===== src/rtl/class_valmem_arb.sv =====
// Round-robin arbiter/sequencer sharing value memory port B between PIO and the insert/remove engine.
// Write ack at t+2, read ack at t+2+RD_LAT; requests wait (held level) while another access is outstanding.
module class_valmem_arb #(
  parameter int AW     = 15,
  parameter int DW     = 320,
  parameter int RD_LAT = 4
) (
  input  logic          clk,
  input  logic          rst_n,
  input  logic          pio_req,
  input  logic          pio_wr,
  input  logic [AW-1:0] pio_addr,
  input  logic [DW-1:0] pio_wdata,
  output logic          pio_ack,
  output logic [DW-1:0] pio_rdata,
  input  logic          eng_req,
  input  logic          eng_wr,
  input  logic [AW-1:0] eng_addr,
  input  logic [DW-1:0] eng_wdata,
  output logic          eng_ack,
  output logic [DW-1:0] eng_rdata,
  output logic          mem_we,
  output logic [AW-1:0] mem_addr,
  output logic [DW-1:0] mem_wdata,
  input  logic [DW-1:0] mem_rdata,
  output logic          busy
);

  localparam int CW = (RD_LAT > 1) ? $clog2(RD_LAT) : 1;

  typedef enum logic [1:0] {IDLE, ISSUE, WAIT, ACK} state_t;

  state_t        state;
  logic          gnt_eng;
  logic          rr_last_eng;
  logic          lat_wr;
  logic          mask_pio;
  logic          mask_eng;
  logic [CW-1:0] cnt;

  logic elig_pio;
  logic elig_eng;
  logic pick_eng;

  always_comb begin
    elig_pio = pio_req & ~mask_pio;
    elig_eng = eng_req & ~mask_eng;
    // On a tie the requester that did not win last time gets the port
    pick_eng = elig_eng & (~elig_pio | ~rr_last_eng);
  end

  always_ff @(posedge clk) begin
    if (!rst_n) begin
      state       <= IDLE;
      gnt_eng     <= 1'b0;
      rr_last_eng <= 1'b1;
      lat_wr      <= 1'b0;
      mask_pio    <= 1'b0;
      mask_eng    <= 1'b0;
      cnt         <= '0;
      pio_ack     <= 1'b0;
      eng_ack     <= 1'b0;
      pio_rdata   <= '0;
      eng_rdata   <= '0;
      mem_we      <= 1'b0;
      mem_addr    <= '0;
      mem_wdata   <= '0;
      busy        <= 1'b0;
    end else begin
      mem_we   <= 1'b0;
      pio_ack  <= 1'b0;
      eng_ack  <= 1'b0;
      mask_pio <= 1'b0;
      mask_eng <= 1'b0;
      case (state)
        IDLE: begin
          if (elig_pio | elig_eng) begin
            gnt_eng     <= pick_eng;
            rr_last_eng <= pick_eng;
            lat_wr      <= pick_eng ? eng_wr : pio_wr;
            mem_we      <= pick_eng ? eng_wr : pio_wr;
            mem_addr    <= pick_eng ? eng_addr : pio_addr;
            mem_wdata   <= pick_eng ? eng_wdata : pio_wdata;
            busy        <= 1'b1;
            state       <= ISSUE;
          end
        end
        ISSUE: begin
          if (lat_wr) begin
            pio_ack <= ~gnt_eng;
            eng_ack <= gnt_eng;
            state   <= ACK;
          end else begin
            cnt   <= CW'(RD_LAT - 1);
            state <= WAIT;
          end
        end
        WAIT: begin
          if (cnt == '0) begin
            if (gnt_eng) eng_rdata <= mem_rdata;
            else         pio_rdata <= mem_rdata;
            pio_ack <= ~gnt_eng;
            eng_ack <= gnt_eng;
            state   <= ACK;
          end else begin
            cnt <= cnt - CW'(1);
          end
        end
        ACK: begin
          // Requester still shows req in the next cycle; keep it from being regranted
          mask_pio <= ~gnt_eng;
          mask_eng <= gnt_eng;
          busy     <= 1'b0;
          state    <= IDLE;
        end
        default: begin
          busy  <= 1'b0;
          state <= IDLE;
        end
      endcase
    end
  end

endmodule


===== config.mk =====
export PLATFORM = sky130hd
export DESIGN_NAME = class_valmem_arb
export DESIGN_NICKNAME = d
export VERILOG_FILES = /design/src/rtl/class_valmem_arb.sv
export SDC_FILE = /design/constraint.sdc
export NUM_CORES = 2
export LEC_CHECK = 0
export ABC_AREA = 1
export CAP_MARGIN = 10
export CORE_AREA = 2 2 763 765
export DETAILED_ROUTE_END_ITERATION = 6
export DIE_AREA = 0 0 765 767
export HOLD_SLACK_MARGIN = 0.03
export SYNTH_ARGS = -nofsm -noshare
export SYNTH_HDL_FRONTEND = slang
export SYNTH_SLANG_ARGS = --single-unit

===== constraint.sdc =====
create_clock -name clk -period 1.5 [get_ports clk]
set_input_delay 0.225 -clock clk [delete_from_list [all_inputs] [get_ports clk]]
set_output_delay 0.225 -clock clk [all_outputs]
set_load 0.05 [all_outputs]

==> key figures <==
STA
  – Final Max Slew Viols: 0
  – Final worst-path cycle share: 125%
  – Tmin final: 1870 ps
  – Clock skew: 57.2 ps
  – Rel. slew slack: 53.7%
  – Unrepaired setup endpoints after global routing: true
  – Worst Setup Slack, final: -375 ps
  – Worst Max-Slew Pin Slew: 692 ps
  – Setup TNS: -371020 ps
  – Count of final hold-check violations: 0
  – Fmax: 533 MHz
  – Setup violators final: 1955

Yosys
  – Mux contribution to synthesized area: 0.0246%
  – Area contributors post-synth: dfxtp_1, nand3_1, nand2_1
  – Yosys warnings: 0
  – Main combinational cell family by area after synthesis: simple AND/OR/NAND/NOR gates
  – Post-Synth Adder-Cell Area: 0.246%
  – Simple-gate share of the synthesized area: 27.7%
  – Post-synthesis cell type count: 19
  – Post-synthesis sequential area ratio: 48.5%
  – Compound-Gate Fraction of Synth Area: 12.0%
  – Synth Instances: 5811
  – Net count after synthesis: 6815
  – Synth Area in XOR/XNOR: 0%
  – Cell Area, Synth: 40800 um^2
  – Synthesized flop and latch total: 988
  – Yosys top cell area share: 48.5%
  – Syn_area_per_cell: 7.01 um^2
  – Largest area contributor in the netlist: dfxtp_1

Setup path
  – R2r setup slk: -370 ps
  – Worst setup path class: reg -> reg
  – FF-to-FF Start: state[0]
  – Buffers and inverters on the worst path: 5
  – Cell Chain, Critical Path: inv_4 -> ha_4 -> nand2_4 -> buf_12 -> clkinv_16 -> nand2_8 -> buf_12 -> buf_16 -> nand2_1 -> a21oi_1
  – Crit. Startpoint: state[0]
  – Worst-path maximum fanout: 37
  – WP data arrival: 2650 ps
  – Slowest stage delay, CP: 350 ps
  – Crit path required time: 2270 ps
  – CP most frequent cell: buf_12
  – Slowest CP cell: dfxtp_2
  – Cell family with the largest share of critical-path delay: buffers and inverters
  – Crit end category: flip-flop
  – CP Launch Type: flip-flop

Floorplanning
  – Initial core utilization: 7.04%
  – Die area: 587000 um^2
  – Io pins: 1975
  – Die H: 767 um
  – Row cnt: 280
  – Core footprint: 579000 um^2
  – Die W: 765 um

Drt
  – WL per Instance: 29.7 um
  – Antenna-violating nets left: 0
  – Drt drc: 9
  – DRT Pass-1 Iters: 7
  – Via density: 3.33
  – Via count: 55600
  – First DRT Iteration DRCs: 5404
  – Final WL: 496 mm

Cells and area
  – Most common cell after layout, fill and taps aside: nand2_1
  – Cell Count, Final, Fillers Out: 16700
  – Most frequent cells in the layout: nand2_1, clkdlybuf4s50_1, nand3_1, dfxtp_1, buf_4
  – Share of cells above drive strength 1: 23.4%
  – Layout Nets: 9699
  – Synth-to-Final Area Change: 129%
  – Layout fillers: 65100

GRT
  – Antenna violations before repair: 325
  – Largest net degree at the start of global routing: 81
  – Total gr overflow: 0
  – First-pass GRT wire length: 598 mm
  – Tot GR Track Use: 15.9%
  – Vias in the first global route: 52400

Clock network
  – Clock root cell: clkbuf_16
  – CTS max path bufs: 4
  – CTS buffer count: 137
  – CTS clk-pin slew, worst paths: 60 ps
  – H-tree Lvls: 4
  – CTS tree: built
  – Sink Count: 988
  – Clk Latency, worst-skew pair: 860 ps

Placement
  – Dpl ws: -1280 ps
  – Routability Congestion: 0.995
  – Dpl cells: 15500
  – Dpl hpwl: 413 mm
  – Port buffer count: 1974

Pwr
  – Sequential fraction of design power: 22.6%
  – Peak supply drop: 1.15 mV
  – Clock power frac: 19.5%
  – P per Cell Area: 1910 nW/um^2
  – Comb pwr share: 57.9%
  – Internal power: 91.9 mW
  – Psw: 86.5 mW
  – Sw Ratio: 48.5%
  – Leak: 37.8 nW

Outcome
  – Failing checks: DRC, setup timing
  – Status: finished with violations

Run
  – Max Cap Violations: 0

Hold path
  – Class of the worst hold path: in -> reg
  – Hold_sp: pio_wdata[242]
[worst reg2reg max path: stages (launching register included)]
cell and delay (ps):
dfxtp_2 350, inv_4 50, ha_4 160, nand2_4 90, buf_12 130, clkinv_16 80, nand2_8 150, buf_12 190
buf_16 280, nand2_1 130, a21oi_1 180
[logic make-up after synthesis]
group,count (synthesis)
AND/OR/NAND/NOR,2675
buffers and inverters,1160
flip-flops,988
AO/OA/AOI/OAI,979
adder cells (fa/ha/maj),8
multiplexers,1
[timing repair]
item,CTS,global route
hold buffers,697,0
resized for setup,389,309
buffers inserted,53,15
endpoints found under the hold margin,818,0
gates cloned,32,30
endpoints found under the setup margin,1961,1962
pin swaps,34,18
[power groups by stage]
| stage | logic, mW | clock network (mW) | registers (mW) |
|---|---|---|---|
| 2_1_floorplan | 18.1 | 0 | 58.7 |
| 4_1_cts | 101 | 36.0 | 40.3 |
| 3_3_place_gp | 92.2 | 0 | 40.3 |
| 3_5_place_dp | 92.1 | 0 | 40.3 |
| 6_report | 103 | 34.7 | 40.4 |
| 5_1_grt | 108 | 36.7 | 41.1 |
[metrics by stage]
step	power [mW]	utilization (%)	hold WS, ps	cell area (um^2)
final	178	16.1	125	93500
after global routing	186	16.1	57.4	93400
after CTS	177	15.8	30.2	91300
after detailed placement	132	13.3	453	77100
after global placement	132	13.3	448	77100
after floorplan	76.9	-	360	40900
[per-layer routing]
metal | share of wire (%) | routed length, um | vias to the layer above | global-route usage [%]
li1 | - | - | 24500 | -
met1 | 36 | 177000 | 26300 | 17.0
met2 | 40 | 198000 | 3549 | 22.8
met3 | 18 | 88400 | 1070 | 11.8
met4 | 6.4 | 31800 | 124 | 8.15
met5 | 0.16 | 805 | - | 0
[layout make-up]
cell class / instances / area (um^2) / share of cell area (%)
clock buffers: 191 / 3900 / 4.17
clock inverters: 42 / 638 / 0.682
inverters: 689 / 2660 / 2.85
diodes: 142 / 355 / 0.380
well taps: 7755 / 9700 / 10.4
repair buffers: 3216 / 38600 / 41.3
multi-input cells: 3663 / 17700 / 18.9
flip-flops and latches: 988 / 20000 / 21.4
[synth_stat cells]
cell and instances:
ha_1 8, inv_2 5, nand3_1 996, buf_1 13
a21oi_1 656, nand2_1 1017, buf_2 216, dfxtp_1 988
nor2_4 1, mux2i_1 1, nor2_2 1, o21ai_0 323
nand2_2 1, nor3_1 4, clkbuf_1 232, nor2_1 655
buf_6 1, buf_4 9, inv_1 684
[sequential cells by signal (all words and copies together) (netlist names), 2 cells and up]
| signal | cells |
|---|---|
| mem_addr | 15 |
| cnt | 2 |
| eng_rdata | 320 |
| state | 2 |
| mem_wdata | 320 |
| pio_rdata | 320 |
[path summary, 6_finish.rpt]
check                                       to  cells past startpoint
worst max-delay path            eng_rdata[228]                     10
worst min-delay path            mem_wdata[242]                      5
worst max register to register  eng_rdata[228]                     10
worst min register to register   eng_rdata[57]                      2
Note: power is estimated with default switching activity, not from simulation.
